==> config.mk <==
export PLATFORM = sky130hd
export DESIGN_NAME = fetch_sequencer_flat
export DESIGN_NICKNAME = d
export VERILOG_FILES = /design/src/rtl/fetch_sequencer_if.sv /design/src/rtl/fetch_sequencer.sv /design/src/flat_wrapper.sv
export SDC_FILE = /design/constraint.sdc
export NUM_CORES = 1
export LEC_CHECK = 0
export BUFFER_PORTS_ARGS = -buffer_cell sky130_fd_sc_hd__buf_2
export CAP_MARGIN = 10
export CORE_MARGIN = 4
export CORE_UTILIZATION = 40
export DETAILED_ROUTE_END_ITERATION = 8
export PLACE_DENSITY = 0.72
export SYNTH_ARGS = -nofsm -noshare
export SYNTH_HDL_FRONTEND = slang
export SYNTH_SLANG_ARGS = --single-unit
==> constraint.sdc <==
create_clock -name clk -period 3.37 [get_ports clk]
set_input_delay 0.1685 -clock clk [delete_from_list [all_inputs] [get_ports clk]]
set_output_delay 0.1685 -clock clk [all_outputs]
set_load 0.01 [all_outputs]
==> src/rtl/fetch_sequencer_if.sv <==
// Fetch-stage bus bundle: instruction-memory req/ack, branch redirect, and the
// valid/ready link to decode. master = fetch_sequencer, slave = memory/decode side.
interface fetch_sequencer_if #(
  parameter int WORD = 32
);
  logic              imem_req;
  logic [WORD-1:0]   imem_addr;
  logic              imem_ack;
  logic [WORD-1:0]   imem_rdata;
  logic              redirect;
  logic [WORD-1:0]   redirect_base;
  logic [WORD/2-1:0] redirect_imm;
  logic              if_valid;
  logic              if_ready;
  logic [WORD-1:0]   if_instr;
  logic [WORD-1:0]   if_pc;
  logic [WORD-1:0]   if_npc;

  modport master (
    output imem_req, imem_addr,
    input  imem_ack, imem_rdata,
    input  redirect, redirect_base, redirect_imm,
    output if_valid,
    input  if_ready,
    output if_instr, if_pc, if_npc
  );

  modport slave (
    input  imem_req, imem_addr,
    output imem_ack, imem_rdata,
    output redirect, redirect_base, redirect_imm,
    input  if_valid,
    output if_ready,
    input  if_instr, if_pc, if_npc
  );
endinterface

==> src/rtl/fetch_sequencer.sv <==
// Fetch sequencer: owns the PC, issues one imem read per fetch, hands words to decode.
// Optional perf counters (perf_fetches/perf_squashes) enabled by FETCH_SEQ_PERF_EN.
module fetch_sequencer #(
  parameter int              WORD     = 32,
  parameter logic [WORD-1:0] RESET_PC = WORD'(32'h0040_0000)
) (
  input  logic        clk,
  input  logic        rst,
`ifdef FETCH_SEQ_PERF_EN
  output logic [31:0] perf_fetches,
  output logic [31:0] perf_squashes,
`endif
  fetch_sequencer_if.master bus
);

  typedef enum logic [1:0] {IDLE, REQ, HOLD, DRAIN} state_e;

  state_e          state_q, state_d;
  logic [WORD-1:0] pc_q, pc_d;
  logic            req_q, req_d;
  logic [WORD-1:0] addr_q, addr_d;
  logic            valid_q, valid_d;
  logic [WORD-1:0] instr_q, instr_d;
  logic [WORD-1:0] ipc_q, ipc_d;
  logic [WORD-1:0] inpc_q, inpc_d;

  logic [WORD-1:0] imm_sext, target, pc_inc;
  logic            ack, redir, hs;

  assign imm_sext = {{(WORD/2){bus.redirect_imm[WORD/2-1]}}, bus.redirect_imm};
  assign target   = bus.redirect_base + (imm_sext << 2);
  assign pc_inc   = pc_q + WORD'(4);
  assign ack      = bus.imem_ack;
  assign redir    = bus.redirect;
  assign hs       = valid_q && bus.if_ready;

  // State and PC register
  always_ff @(posedge clk) begin
    if (rst) begin
      state_q <= IDLE;
      pc_q    <= RESET_PC;
    end else begin
      state_q <= state_d;
      pc_q    <= pc_d;
    end
  end

  // Next state / next PC; acks outside REQ and DRAIN fall through untouched
  always_comb begin
    state_d = state_q;
    pc_d    = pc_q;
    unique case (state_q)
      IDLE: begin
        state_d = REQ;
        if (redir) pc_d = target;
      end
      REQ: begin
        if (redir) begin
          pc_d    = target;
          state_d = ack ? REQ : DRAIN;
        end else if (ack) begin
          pc_d    = pc_inc;
          state_d = HOLD;
        end
      end
      HOLD: begin
        if (redir) begin
          pc_d    = target;
          state_d = REQ;
        end else if (hs) begin
          state_d = REQ;
        end
      end
      DRAIN: begin
        if (redir) pc_d = target;
        if (ack)   state_d = REQ;
      end
      default: state_d = IDLE;
    endcase
  end

  // Registered outputs derived from the upcoming state. DRAIN keeps the old
  // address on the bus, since a request is never withdrawn before its ack.
  always_comb begin
    req_d   = (state_d == REQ) || (state_d == DRAIN);
    addr_d  = (state_d == REQ) ? pc_d : addr_q;
    valid_d = (state_d == HOLD);
    instr_d = instr_q;
    ipc_d   = ipc_q;
    inpc_d  = inpc_q;
    if (state_q == REQ && ack && !redir) begin
      instr_d = bus.imem_rdata;
      ipc_d   = pc_q;
      inpc_d  = pc_inc;
    end
  end

  always_ff @(posedge clk) begin
    if (rst) begin
      req_q   <= 1'b0;
      addr_q  <= RESET_PC;
      valid_q <= 1'b0;
      instr_q <= '0;
      ipc_q   <= '0;
      inpc_q  <= '0;
    end else begin
      req_q   <= req_d;
      addr_q  <= addr_d;
      valid_q <= valid_d;
      instr_q <= instr_d;
      ipc_q   <= ipc_d;
      inpc_q  <= inpc_d;
    end
  end

  assign bus.imem_req  = req_q;
  assign bus.imem_addr = addr_q;
  assign bus.if_valid  = valid_q;
  assign bus.if_instr  = instr_q;
  assign bus.if_pc     = ipc_q;
  assign bus.if_npc    = inpc_q;

`ifdef FETCH_SEQ_PERF_EN
  logic [31:0] fetches_q, squashes_q;
  logic        squash;

  // A word is lost when HOLD is squashed or an ack lands under a redirect/drain
  assign squash = (state_q == HOLD  && redir && !hs) ||
                  (state_q == REQ   && ack   && redir) ||
                  (state_q == DRAIN && ack);

  always_ff @(posedge clk) begin
    if (rst) begin
      fetches_q  <= '0;
      squashes_q <= '0;
    end else begin
      if (hs)     fetches_q  <= fetches_q + 32'd1;
      if (squash) squashes_q <= squashes_q + 32'd1;
    end
  end

  assign perf_fetches  = fetches_q;
  assign perf_squashes = squashes_q;
`else
  // Counters not built; fetch behaviour is unchanged.
`endif

endmodule

==> src/flat_wrapper.sv <==
// flat-port wrapper written by rule: the top's interface ports become plain ports
module fetch_sequencer_flat 
#(
  parameter int              WORD     = 32,
  parameter logic [WORD-1:0] RESET_PC = WORD'(32'h0040_0000)
)
  (clk, rst, bus_imem_req, bus_imem_addr, bus_imem_ack, bus_imem_rdata, bus_redirect, bus_redirect_base, bus_redirect_imm, bus_if_valid, bus_if_ready, bus_if_instr, bus_if_pc, bus_if_npc);
  fetch_sequencer_if #(.WORD(WORD)) bus_i ();
  input  logic clk;
  input  logic rst;
  output wire logic [$bits(bus_i.imem_req)-1:0] bus_imem_req;
  output wire logic [$bits(bus_i.imem_addr)-1:0] bus_imem_addr;
  input wire logic [$bits(bus_i.imem_ack)-1:0] bus_imem_ack;
  input wire logic [$bits(bus_i.imem_rdata)-1:0] bus_imem_rdata;
  input wire logic [$bits(bus_i.redirect)-1:0] bus_redirect;
  input wire logic [$bits(bus_i.redirect_base)-1:0] bus_redirect_base;
  input wire logic [$bits(bus_i.redirect_imm)-1:0] bus_redirect_imm;
  output wire logic [$bits(bus_i.if_valid)-1:0] bus_if_valid;
  input wire logic [$bits(bus_i.if_ready)-1:0] bus_if_ready;
  output wire logic [$bits(bus_i.if_instr)-1:0] bus_if_instr;
  output wire logic [$bits(bus_i.if_pc)-1:0] bus_if_pc;
  output wire logic [$bits(bus_i.if_npc)-1:0] bus_if_npc;
  assign bus_imem_req = bus_i.imem_req;
  assign bus_imem_addr = bus_i.imem_addr;
  assign bus_i.imem_ack = bus_imem_ack;
  assign bus_i.imem_rdata = bus_imem_rdata;
  assign bus_i.redirect = bus_redirect;
  assign bus_i.redirect_base = bus_redirect_base;
  assign bus_i.redirect_imm = bus_redirect_imm;
  assign bus_if_valid = bus_i.if_valid;
  assign bus_i.if_ready = bus_if_ready;
  assign bus_if_instr = bus_i.if_instr;
  assign bus_if_pc = bus_i.if_pc;
  assign bus_if_npc = bus_i.if_npc;
  fetch_sequencer #(.WORD(WORD), .RESET_PC(RESET_PC)) u_core (.clk(clk), .rst(rst), .bus(bus_i));
endmodule
# Word-level counts from Yosys, hierarchy flattened
# Index checks and enable logic that the tools add are counted.
# Widths: inputs -> output; s select.
[word_totals]
reg_bits = 164
in_bits = 85
out_inout_bits = 130
elab_cells = 34
[classes]
n_addsub = 2
eq_ne = 6
mux = 11
reduce_logical = 7
[op_table]
columns = ["cell", "n"]
rows = [
  ["$mux 32", 3],
  ["$pmux 32 s2", 1],
  ["$add 32x3->32 const B", 1],
  ["$add 32x32->32", 1],
  ["$mux 2", 6],
  ["$eq 2x2->1 const B", 4],
  ["$pmux 2 s4", 1],
  ["$eq 2x1->1 const B", 2],
  ["$logic_and 1x1->1", 3],
  ["$reduce_or 3->1", 1],
  ["$logic_not 2->1", 1],
  ["$logic_not 1->1", 1],
  ["$logic_or 1x1->1", 1],
]

# Logic depth before layout (Yosys ltp)
# Gate-level depths: netlist of run 1.
[logic_depth]
ltp_word = 6
depth_mapped = 10
depth_no_buf = 10

# Worst setup path before layout of run 1
# OpenSTA, ideal clock, no wires.
[synth_path]
path_kind = "in2reg"
start = "in bus_redirect_imm[5]"
end = "reg u_core.addr_q[17], in the netlist u_core.bus.imem_addr[17]"
setup_time_ns = 0.092
arrival_ns = 2.181
t_required_ns = 3.278
setup_slack_ns = 1.097
path_stages = 9
n_path_buf = 0
cell_sequence = "ha_1 o21a_1 or2_2 a41oi_2 o21ai_0 o31ai_1 xor2_1 and2_1 o32ai_1"
[synth_via]
elab_chain_len = 3
elab_cells_between_ends = 4
cone_classes = "1 x add/sub; 3 x mux"
[synth_rtl]
columns = ["item", "line_no", "rtl"]
rows = [
  ["from (decl)", "flat_wrapper.sv:17", "input wire logic [$bits(bus_i.redirect_imm)-1:0] bus_redirect_imm;"],
  ["$add 32x32->32 (*)", "fetch_sequencer.sv:31", "assign target = bus.redirect_base + (imm_sext << 2);"],
  ["$mux 32 (on tied branches)", "-", ""],
  ["$pmux 32 s2 (*)", "fetch_sequencer.sv:52", "unique case (state_q)"],
  ["to (signal assigned)", "fetch_sequencer.sv:108", "addr_q <= addr_d;"],
  ["to (decl)", "fetch_sequencer.sv:21", "logic [WORD-1:0] addr_q, addr_d;"],
]
# Mark *: on every way between the ends. The rest lies on a longest branch, timed or not.
# A chain may end at the register's enable or synchronous reset.

# Worst setup path after layout of run 1
[layout_path]
start = "reg u_core.pc_q[2]"
end = "reg u_core.addr_q[16], in the netlist u_core.bus.imem_addr[16]"
[layout_via]
elab_chain_len = 4
[layout_rtl]
columns = ["item", "line_no", "rtl"]
rows = [
  ["from (decl)", "fetch_sequencer.sv:19", "logic [WORD-1:0] pc_q, pc_d;"],
  ["from (signal assigned)", "fetch_sequencer.sv:44", "pc_q <= pc_d;"],
  ["$add 32x3->32", "fetch_sequencer.sv:32", "assign pc_inc = pc_q + WORD'(4);"],
  ["$mux 32", "fetch_sequencer.sv:61", "end else if (ack) begin"],
  ["$mux 32", "fetch_sequencer.sv:58", "if (redir) begin"],
  ["$pmux 32 s2", "fetch_sequencer.sv:52", ""],
]
# Every way passes these cells.

==> results of run 1 <==
-- power breakdown --
| group | internal, mW | total (mW) | switching (mW) |
|---|---|---|---|
| clock | 1.12 | 1.94 | 0.812 |
| sequential | 2.04 | 2.15 | 0.114 |
| combinational | 0.393 | 0.953 | 0.559 |
-- final cells by class --
cell class	instances	area, µm²
timing repair buffer	260	1510
tap	270	338
sequential	162	3240
fill	1935	9960
clock buffer	19	443
inverter	8	30.0
multi-input combinational	808	4690
clock inverter	13	151
-- routing by layer --
layer  share of wire  GRT usage  vias up
met1            0.47      0.277     3610
li1                -          -     4063
met3           0.072     0.0582       39
met5         0.00052          0        -
met4           0.021     0.0698        2
met2            0.44      0.326      263
-- sequential cells by signal, summed over array words and instances (netlist names) --
register	flops
u_core.bus.if_instr	32
u_core.bus.if_npc	32
u_core.bus.imem_addr	32
u_core.pc_q	32
u_core.bus.if_pc	30
u_core.state_q	2
u_core.bus.if_valid	1
u_core.bus.imem_req	1
-- kinds of logic (layout without fill, tap and decap cells) --
kind of cell / count (synthesis) / in the layout / share of synthesized area
xor gates and xnor gates: 75 / 75 / 0.0790
adders and majority gates: 31 / 31 / 0.0476
and+or+nand+nor: 433 / 433 / 0.235
buffers and inverters: 86 / 300 / 0.0474
muxes: 5 / 5 / 0.00617
DFF: 162 / 162 / 0.390
AOI/OAI and AO/OA: 264 / 264 / 0.194
-- critical path, delay by kind of cell, from the launching register on --
family	cells	cell delay, ns
AND/OR/NAND/NOR	4	1.12
flip-flops	1	0.52
adder cells (fa/ha/maj)	1	0.30
multiplexers	1	0.28
AO/OA/AOI/OAI	1	0.21
XOR/XNOR	1	0.19
-- worst paths after layout --
path                                      from                               endpoint  slack [ns]  cells after the start
max reg2reg          u_core.pc_q[2]$_SDFF_PP0_  u_core.bus.imem_addr[16]$_SDFFE_PP0N_        0.65                      8
max                  u_core.pc_q[2]$_SDFF_PP0_  u_core.bus.imem_addr[16]$_SDFFE_PP0N_        0.65                      8
min reg2reg  u_core.bus.if_pc[21]$_SDFFE_PP0P_      u_core.bus.if_pc[21]$_SDFFE_PP0P_        0.45                      2
min                         bus_imem_rdata[17]   u_core.bus.if_instr[17]$_SDFFE_PP0P_        0.03                      3
-- synthesized netlist by cell type (all sizes together) (15+ instances only) --
cell type and instances:
a211oi 41, dfxtp 162, ha 30, clkbuf 62, a21o 15, nand3 34
xor2 41, nor2 101, xnor2 34, and2 17, nand2 208, a21oi 119
o21ai 37, buf 16
==> impl_metrics.tcl, run 1 <==
set metrics [dict create \
    drive_above_1_share 0.220 \
    synth_sequential_area_ratio 0.390 \
    critical-path-max-stage-delay_ns 0.52 \
    grt_first_pass_wirelength_um 39700 \
    worstPathArrival_ns 3.06 \
    synth_largest_area_cell "sky130_fd_sc_hd__dfxtp_1" \
    synth_warnings 0 \
    tns_ns 0 \
    wl_per_cell_um 16.1 \
    drc 0 \
    total_number_of_vias 7977 \
    post_dp_cell_area_um2 9490 \
    setup-violations-final 0 \
    num_clock_sinks 162 \
    post_drt_via_cell_ratio 5.18 \
    top_ports 215 \
    cell_chosen_for_the_clock_root "sky130_fd_sc_hd__clkbuf_16" \
    crit_fanout 8 \
    slowest_stage "sky130_fd_sc_hd__dfxtp_1" \
    layout_min_cycle_time_ns 2.72 \
    die_y_um 152 \
    relSlewSlack 0.377 \
    grt_setup_unrepaired "no" \
    timing.hold.ws_ns 0.0333 \
    critPathMostFrequentCell "sky130_fd_sc_hd__nand3_1" \
    timing_worst_slew_pin_value_ns 0.934 \
    utilization 0.511 \
    detail-route-antenna-nets 0 \
    post_synth_edffs 0 \
    layout.cells.most_common_list "sky130_fd_sc_hd__buf_2, sky130_fd_sc_hd__nand2_1, sky130_fd_sc_hd__dfxtp_1, sky130_fd_sc_hd__a21oi_1, sky130_fd_sc_hd__nor2_1" \
    globalRouteTotalUtil 0.208 \
    power.density_nw_per_um2 485 \
    grt_remaining_overflow 0 \
    static-leakage-power_nw 4.39 \
    maximum_number_of_pins_on_one_net_before_global_route_repair 122 \
    first_pass_iters 5 \
    iteration_0_drc_count_of_the_detailed_router 432 \
    synth-main-ff-cell "sky130_fd_sc_hd__dfxtp_1" \
    number_of_synthesized_register_bits 162 \
    cts-hold-fix-buffers 32 \
    final.setup.worst_slack_ns 0.654 \
    count_of_maximum_capacitance_violations 0 \
    max_freq_mhz 368 \
    dp.final_hpwl_um 18100 \
    fin_total_pwr_mw 5.04 \
    peakVddDrop_v 0.000326 \
    hold_viol 0 \
    share_of_flip_flops_with_an_asynchronous_set_or_reset_after_synthesis 0 \
    timing_max_transition_violations_final 0 \
    cp_cell_sequence "ha_1 -> nand3_1 -> nor3_1 -> and3_1 -> nand3_1 -> xor2_1 -> mux2_2 -> a211oi_1" \
    post-synth-top-area-fraction 0.390 \
    syn-mean-instance-area_um2 7.87 \
    crit_path_end_kind "flip-flop" \
    synth.top_cells.by_area "sky130_fd_sc_hd__dfxtp_1, sky130_fd_sc_hd__nand2_1, sky130_fd_sc_hd__a21oi_1" \
    rows 52 \
    outcome "completed" \
    area_of_the_core_um2 20400 \
    cts_setup_buffers 0 \
    dp_worst_setup_slack_ns 0.641 \
    crit_required_ns 3.71 \
    cts-buffers-inserted 17 \
    antenna_cells 0 \
    portBuffers 214 \
    final_cell_area_um2 10400 \
    synth.net_count 1172 \
    cts_tree "yes" \
    wl_um 24800 \
    die_width_um 152 \
    grt_antenna_before_repair 1 \
    initial_core_util 0.408 \
    holdCritPathClass "primary input to flip-flop" \
    die-area_um2 23200 \
    start_kind "flip-flop" \
    final_common_cell "sky130_fd_sc_hd__buf_2" \
    cts-htree-levels 4 \
    area_delta_synth_final_pct 25.1 \
    yosys.cell_types.count 64 \
    clock_tree.buffer_depth 2 \
    critical_path_class "flip-flop to flip-flop" \
    post_cts_resized 0 \
    finClkSkew_ns 0.0107 \
    layout_worst_path_cycle_share 0.806 \
    synthCells 1056 \
    place_inst 1476 \
    synthesis.area_um2 8310 \
    gp_congestion 0.947 \
    first_global_vias 7531 \
    clk_latency_ns 0.43 \
    cts.clk_slew.worst_paths_ns 0.07 \
    final_instance_count_excl_fillers 1540 \
    design.final.nets 1373 \
]
Power figures use the tool's default switching activity.
==> inputs of run 2 (changes only) <==
--- a/config.mk
+++ b/config.mk
@@ -5,6 +5,7 @@
 export SDC_FILE = /design/constraint.sdc
 export NUM_CORES = 1
 export LEC_CHECK = 0
+export ABC_AREA = 1
 export BUFFER_PORTS_ARGS = -buffer_cell sky130_fd_sc_hd__buf_2
 export CAP_MARGIN = 10
 export CORE_MARGIN = 4
==> constraint.sdc (replaced) <==
create_clock -name clk -period 2.67 [get_ports clk]
set_input_delay 0.1335 -clock clk [delete_from_list [all_inputs] [get_ports clk]]
set_output_delay 0.1335 -clock clk [all_outputs]
set_load 0.01 [all_outputs]
==> run 2 against run 1 <==
Net effect:
- global-route usage rose by 1.6 points
- non-clock buffer count fell by 10
- sequential power rose by 28%
- flip-flop and latch count did not move
- via count rose by 14%
- clock skew rose by 0.0064 ns
- power rose by 29%
- cell area rose by 3.8%
- register-to-register slack got worse by 0.03 ns
- count of clock-buffer cells in the layout rose by 1
- utilization barely moved
- critical path type unchanged
- critical endpoint is now u_core.bus.imem_addr[10]$_SDFFE_PP0N_
==> impl_metrics.tcl, run 2 <==
set metrics [dict create \
    outcome "completed" \
    critical_path_class "flip-flop to flip-flop" \
    total_number_of_vias 9093 \
    clk_latency_ns 0.41 \
    worstReg2RegEnd "u_core.bus.imem_addr[10]$_SDFFE_PP0N_" \
    synthCells 1339 \
    whs_endpoint "u_core.pc_q[1]$_SDFF_PP0_" \
    cellInternalPower_mw 4.58 \
    detail-route-antenna-nets 0 \
    tns_ns 0 \
    timing.hold.worst_path_depth 3 \
    maximum_number_of_pins_on_one_net_before_global_route_repair 96 \
    cell_chosen_for_the_clock_root "sky130_fd_sc_hd__clkbuf_16" \
    top_ports 215 \
    post_cts_resized 0 \
    globalRouteTotalUtil 0.225 \
    yosys.cell_types.count 43 \
    timing_max_transition_violations_final 0 \
    final_common_cell "sky130_fd_sc_hd__nand2_1" \
    drive_above_1_share 0.181 \
    hold_viol 0 \
    peakVddDrop_v 0.000450 \
    synth.top_cells.by_area "sky130_fd_sc_hd__dfxtp_1, sky130_fd_sc_hd__nand2_1, sky130_fd_sc_hd__nor2_1" \
    timing_worst_slew_pin_value_ns 0.622 \
    wl_per_cell_um 15.0 \
    crit_path_end_kind "flip-flop" \
    design.final.nets 1676 \
    finClkSkew_ns 0.0171 \
    area_delta_synth_final_pct 25.0 \
    holdCritPathClass "primary input to flip-flop" \
    antenna_cells 0 \
    reg2regPathDepth 8 \
    met3_length_um 2030 \
    die-area_um2 24000 \
    power.density_nw_per_um2 602 \
    dp.final_hpwl_um 21300 \
    syn-mean-instance-area_um2 6.45 \
    synthesis.area_um2 8640 \
    worstPathArrival_ns 2.38 \
    layout_worst_path_cycle_share 0.765 \
    drc 0 \
    cp_cell_sequence "ha_1 -> nand3_2 -> inv_2 -> nand2_2 -> o21ai_0 -> o21ai_0 -> o21bai_1 -> o21ai_0" \
    multiInputGateArea_um2 4560 \
    first_pass_iters 5 \
    die_width_um 155 \
    crit_fanout 6 \
    sequentialPowerShare 0.422 \
    pwr-share-comb 0.194 \
    worst-r2r-setup-slack_ns 0.63 \
    critPathMostFrequentCell "sky130_fd_sc_hd__o21ai_0" \
    cts_tree "yes" \
    wl_um 27600 \
    holdCritStartpoint "bus_redirect_base[1]" \
    critical-path-max-stage-delay_ns 0.45 \
    start_kind "flip-flop" \
    num_clock_sinks 162 \
    first_global_vias 8568 \
    final-seq-area_um2 3240 \
    cts_setup_buffers 0 \
    cts.clk_slew.worst_paths_ns 0.06 \
    cts-buffers-inserted 17 \
    synth.net_count 1455 \
    layout.cells.most_common_list "sky130_fd_sc_hd__nand2_1, sky130_fd_sc_hd__buf_2, sky130_fd_sc_hd__nor2_1, sky130_fd_sc_hd__dfxtp_1, sky130_fd_sc_hd__inv_1" \
    post-synth-top-area-fraction 0.375 \
    count_of_maximum_capacitance_violations 0 \
    setup-violations-final 0 \
    synth_largest_area_cell "sky130_fd_sc_hd__dfxtp_1" \
    gp_congestion 0.957 \
    place_inst 1792 \
    worstReg2RegStart "u_core.pc_q[3]$_SDFF_PP0_" \
    p_clk_frac 0.384 \
    netSwitchingFraction 0.296 \
    share_of_flip_flops_with_an_asynchronous_set_or_reset_after_synthesis 0 \
    rows 53 \
    grt_remaining_overflow 0 \
    portBuffers 214 \
    synth-main-ff-cell "sky130_fd_sc_hd__dfxtp_1" \
    synth.most_common_cell "sky130_fd_sc_hd__nand2_1" \
    switching_power_mw 1.92 \
    clock_tree.buffer_depth 2 \
    post_drt_via_cell_ratio 4.92 \
    crit_required_ns 3.01 \
    die_y_um 155 \
    post_synth_most_frequent_cells "sky130_fd_sc_hd__nand2_1, sky130_fd_sc_hd__nor2_1, sky130_fd_sc_hd__dfxtp_1" \
    final_instance_count_excl_fillers 1847 \
    max_freq_mhz 489 \
    wl_met1_um 12800 \
    fillCellCount 2166 \
    static-leakage-power_nw 5.61 \
    slowest_stage "sky130_fd_sc_hd__dfxtp_1" \
    routed.top_layer "met4" \
    synth_warnings 0 \
    relSlewSlack 0.585 \
    grt_first_pass_wirelength_um 44100 \
    area_of_the_core_um2 21200 \
    cts-htree-levels 4 \
    grt_antenna_before_repair 0 \
    initial_core_util 0.408 \
    iteration_0_drc_count_of_the_detailed_router 766 \
    layout_min_cycle_time_ns 2.04 \
    post_synth_edffs 0 \
    number_of_synthesized_register_bits 162 \
    synth_sequential_area_ratio 0.375 \
    grt_setup_unrepaired "no" \
    wl_met2_um 12400 \
]
[run 2: changes by cell type after synthesis, sizes merged, moves of 21 or more]
| cell | before | now |
|---|---|---|
| clkbuf | 62 | 24 |
| nand3 | 34 | 55 |
| inv | 8 | 164 |
| xnor2 | 34 | 4 |
| a211oi | 41 | 1 |
| o21ai | 37 | 114 |
| xor2 | 41 | 16 |
| a21oi | 119 | 88 |
| nand2 | 208 | 382 |
| nor2 | 101 | 216 |
[run 2: cell type report]
| class | instances | area share |
|---|---|---|
| multi-input combinational | 963 | 0.422 |
| clock buffer | 20 | 0.0423 |
| tap | 275 | 0.0319 |
| inverter | 166 | 0.0579 |
| clock inverter | 11 | 0.0143 |
| sequential | 162 | 0.300 |
| timing repair buffer | 250 | 0.131 |
[run 2: kinds of logic (layout without fill, tap and decap cells)]
group,count (synthesis),in the layout,share of synthesized area
and+or+nand+nor,686,686,0.322
buffers and inverters,214,447,0.0967
adders and majority gates,31,31,0.0458
AOI/OAI and AO/OA,224,224,0.138
muxes,2,2,0.00232
DFF,162,162,0.375
xor gates and xnor gates,20,20,0.0203
[run 2: metal layers]
metal,up-vias,global-route usage
li1,4673,-
met1,4053,0.316
met2,342,0.367
met3,25,0.0323
met4,0,0.0484
met5,-,0
[run 2: worst max path at each step]
stage                                  from                               endpoint
3_3_place_gp            bus_redirect_imm[0]  u_core.bus.imem_addr[26]$_SDFFE_PP0N_
5_1_grt        u_core.state_q[0]$_SDFF_PP0_  u_core.bus.imem_addr[25]$_SDFFE_PP0N_
4_1_cts        u_core.state_q[1]$_SDFF_PP0_  u_core.bus.imem_addr[25]$_SDFFE_PP0N_
3_5_place_dp            bus_redirect_imm[0]  u_core.bus.imem_addr[26]$_SDFFE_PP0N_
6_report          u_core.pc_q[3]$_SDFF_PP0_  u_core.bus.imem_addr[10]$_SDFFE_PP0N_
2_1_floorplan           bus_redirect_imm[0]             u_core.pc_q[16]$_SDFF_PP0_
[run 2: repair_timing]
item                                    in CTS  in global routing
hold buffers                                24                  0
hold endpoints to repair                    24                  0
endpoints found under the setup margin       0                  0
[run 2: worst max-delay path, delay by kind of cell, from the launching register on]
family / cells / cell delay (ns)
AOI/OAI and AO/OA: 4 / 0.92
adders and majority gates: 1 / 0.26
buffers and inverters: 1 / 0.12
DFF: 1 / 0.45
and+or+nand+nor: 2 / 0.22
[run 2: power by group through the flow]
stage	combinational, mW	clock [mW]	sequential, mW
3_5_place_dp	1.22	0	2.79
5_1_grt	1.43	2.66	2.76
6_report	1.26	2.50	2.75
4_1_cts	1.26	2.55	2.74
2_1_floorplan	0.733	0	2.81
3_3_place_gp	1.21	0	2.79
[run 2: through the flow]
step	power, mW	utilization	instance area, µm²	worst slack (ns)	hold WS [ns]
2_1_floorplan	3.54	-	8640	0.912	0.295
3_3_place_gp	4.00	0.470	9950	0.631	0.383
3_5_place_dp	4.01	0.470	9950	0.586	0.389
4_1_cts	6.54	0.510	10800	0.634	0.00284
5_1_grt	6.85	0.510	10800	0.446	0.0144
6_report	6.50	0.510	10800	0.627	0.00501
==> inputs of run 3 (changes only) <==
--- a/config.mk
+++ b/config.mk
@@ -11,7 +11,7 @@
 export CORE_MARGIN = 4
 export CORE_UTILIZATION = 40
 export DETAILED_ROUTE_END_ITERATION = 8
-export PLACE_DENSITY = 0.72
+export PLACE_DENSITY = 0.74
 export SYNTH_ARGS = -nofsm -noshare
 export SYNTH_HDL_FRONTEND = slang
 export SYNTH_SLANG_ARGS = --single-unit
==> constraint.sdc (replaced) <==
create_clock -name clk -period 1.7 [get_ports clk]
set_input_delay 0.085 -clock clk [delete_from_list [all_inputs] [get_ports clk]]
set_output_delay 0.085 -clock clk [all_outputs]
set_load 0.01 [all_outputs]
==> run 3 against run 2 <==
Net effect:
- the flow now finishes with violations (setup timing)
- sequential share of layout area decreased by 3.4 points
- flip-flop and latch count unchanged
- power increased by 60%
- largest cell class unchanged
==> impl_metrics.tcl, run 3 (same netlist as run 2, synthesis figures left out) <==
set metrics [dict create \
    critical_path_class "flip-flop to flip-flop" \
    timing_worst_slew_pin_value_ns 0.354 \
    wl_um 29100 \
    final.setup.worst_slack_ns -0.0504 \
    final_instance_count_excl_fillers 1983 \
    iteration_0_drc_count_of_the_detailed_router 661 \
    worstPathArrival_ns 2.13 \
    crit_path_end_kind "flip-flop" \
    peakVddDrop_v 0.000746 \
    grt_first_pass_wirelength_um 45000 \
    grt_setup_unrepaired "yes" \
    netSwitchingFraction 0.311 \
    initial_core_util 0.408 \
    cts_tree "yes" \
    maximum_number_of_pins_on_one_net_before_global_route_repair 74 \
    cts-buffers-inserted 17 \
    design.final.nets 1811 \
    die_width_um 155 \
    grt_util_met2 0.381 \
    power.density_nw_per_um2 845 \
    cellInternalPower_mw 7.19 \
    rows 53 \
    timing.hold.worst_path_depth 3 \
    layout_worst_path_cycle_share 1.03 \
    violations "setup timing" \
    worst-r2r-setup-slack_ns -0.05 \
    grt_antenna_before_repair 1 \
    final_cell_area_um2 12400 \
    static-leakage-power_nw 6.39 \
    die_y_um 155 \
    outcome "finished with violations" \
    pwr-share-comb 0.238 \
    relSlewSlack 0.762 \
    switching_power_mw 3.25 \
    tns_ns -0.112 \
    worstReg2RegStart "u_core.pc_q[3]$_SDFF_PP0_" \
    grt_busiest_layer "met2" \
    global_route.usage.met1 0.312 \
    total_number_of_vias 9613 \
    wl_per_cell_um 14.7 \
    holdCritPathClass "primary input to flip-flop" \
    timing_max_transition_violations_final 0 \
    p_clk_frac 0.350 \
    worstReg2RegEnd "u_core.bus.imem_addr[19]$_SDFFE_PP0N_" \
    clk_latency_ns 0.43 \
    top_ports 215 \
    max_freq_mhz 571 \
    cell_chosen_for_the_clock_root "sky130_fd_sc_hd__clkbuf_16" \
    timing.hold.ws_ns 0.0195 \
    setup-violations-final 4 \
    crit_required_ns 2.08 \
    detail-route-antenna-nets 0 \
    portBuffers 214 \
    post_drt_via_cell_ratio 4.85 \
    dp_worst_setup_slack_ns -0.216 \
    first_pass_iters 5 \
    globalRouteTotalUtil 0.231 \
    cts.clk_slew.worst_paths_ns 0.07 \
    place_inst 1906 \
    cts-htree-levels 4 \
    count_of_maximum_capacitance_violations 0 \
    gp_congestion 0.897 \
    finClkSkew_ns 0.0116 \
    final_common_cell "sky130_fd_sc_hd__nand2_1" \
    start_kind "flip-flop" \
    first_global_vias 8875 \
    dp.final_hpwl_um 22000 \
    holdCritStartpoint "bus_imem_rdata[1]" \
    drive_above_1_share 0.296 \
    reg2regPathDepth 10 \
    grt_remaining_overflow 0 \
    hold_viol 0 \
    sequentialPowerShare 0.413 \
    drc 0 \
    num_clock_sinks 162 \
    layout_min_cycle_time_ns 1.75 \
    die-area_um2 24000 \
    area_delta_synth_final_pct 43.0 \
    area_of_the_core_um2 21200 \
    layout.cells.most_common_list "sky130_fd_sc_hd__nand2_1, sky130_fd_sc_hd__buf_2, sky130_fd_sc_hd__nor2_1, sky130_fd_sc_hd__inv_1, sky130_fd_sc_hd__dfxtp_1" \
    whs_endpoint "u_core.bus.if_instr[1]$_SDFFE_PP0P_" \
    use_met3 0.0356 \
    antenna_cells 0 \
    clock_tree.buffer_depth 2 \
    post_dp_cell_area_um2 10900 \
    crit_fanout 5 \
]
-- run 3: cell count changes in the layout (fill, tap and decap cells not counted), moves of 11 or more --
cell,previous run,this run
sky130_fd_sc_hd__a21oi_1,86,74
sky130_fd_sc_hd__buf_4,11,122
sky130_fd_sc_hd__dfxtp_1,162,138
sky130_fd_sc_hd__dfxtp_2,0,18
sky130_fd_sc_hd__nand2_1,378,365
sky130_fd_sc_hd__nor2_1,207,187
sky130_fd_sc_hd__nor2_4,3,14
sky130_fd_sc_hd__o21ai_0,107,94
-- run 3: cell type report --
cell class / instances / area [µm²]
clock inverter: 12 / 121
clock buffer: 20 / 437
timing repair inverter: 1 / 7.51
timing repair buffer: 384 / 2580
inverter: 166 / 634
tap: 275 / 344
sequential: 162 / 3290
fill: 1988 / 8800
multi-input combinational: 963 / 4940
-- run 3: routing by layer --
metal | wire [µm] | part of all wire
met1 | 13300 | 0.46
met2 | 13400 | 0.46
met3 | 1820 | 0.063
met4 | 588 | 0.020
met5 | 7 | 0.00024
-- run 3: worst max-delay path by stage --
stage,end,from
after global placement,u_core.bus.imem_addr[24]$_SDFFE_PP0N_,bus_redirect_imm[15]
final,u_core.bus.imem_addr[19]$_SDFFE_PP0N_,u_core.pc_q[3]$_SDFF_PP0_
after floorplan,u_core.pc_q[16]$_SDFF_PP0_,bus_redirect_imm[0]
after CTS,u_core.bus.imem_addr[26]$_SDFFE_PP0N_,u_core.pc_q[3]$_SDFF_PP0_
after global routing,u_core.bus.imem_addr[19]$_SDFFE_PP0N_,u_core.pc_q[2]$_SDFF_PP0_
after detailed placement,u_core.bus.imem_addr[18]$_SDFFE_PP0N_,bus_redirect_imm[0]
-- run 3: what timing repair did --
action | CTS | global route
endpoints found under the hold margin | 36 | 0
gates cloned | 1 | 2
buffers inserted | 2 | 6
resized for setup | 24 | 120
hold buffers | 34 | 0
endpoints found under the setup margin | 31 | 82
pin swaps | 11 | 42
-- run 3: stage by stage --
stage	utilization	power (mW)
5_1_grt	0.584	11.0
3_3_place_gp	0.514	6.60
4_1_cts	0.562	10.4
6_report	0.584	10.4
3_5_place_dp	0.514	6.62
2_1_floorplan	-	5.57
-- run 3: critical path: stages, from the launching register on --
cell and delay (ns):
sky130_fd_sc_hd__dfxtp_4 0.37, sky130_fd_sc_hd__buf_6 0.13, sky130_fd_sc_hd__nand2_4 0.06, sky130_fd_sc_hd__nor2_4 0.14, sky130_fd_sc_hd__nand4_1 0.20, sky130_fd_sc_hd__nor2_1 0.20
sky130_fd_sc_hd__xor2_1 0.28, sky130_fd_sc_hd__a21oi_2 0.12, sky130_fd_sc_hd__nand2_1 0.10, sky130_fd_sc_hd__nand2_1 0.05, sky130_fd_sc_hd__nand2_1 0.04
-- run 3: power groups by stage --
stage          logic [mW]  clock network, mW  registers [mW]
6_report             2.48               3.65            4.31
5_1_grt              2.76               3.86            4.33
4_1_cts              2.37               3.72            4.28
3_5_place_dp         2.27                  0            4.35
3_3_place_gp         2.25                  0            4.35
2_1_floorplan        1.15                  0            4.41
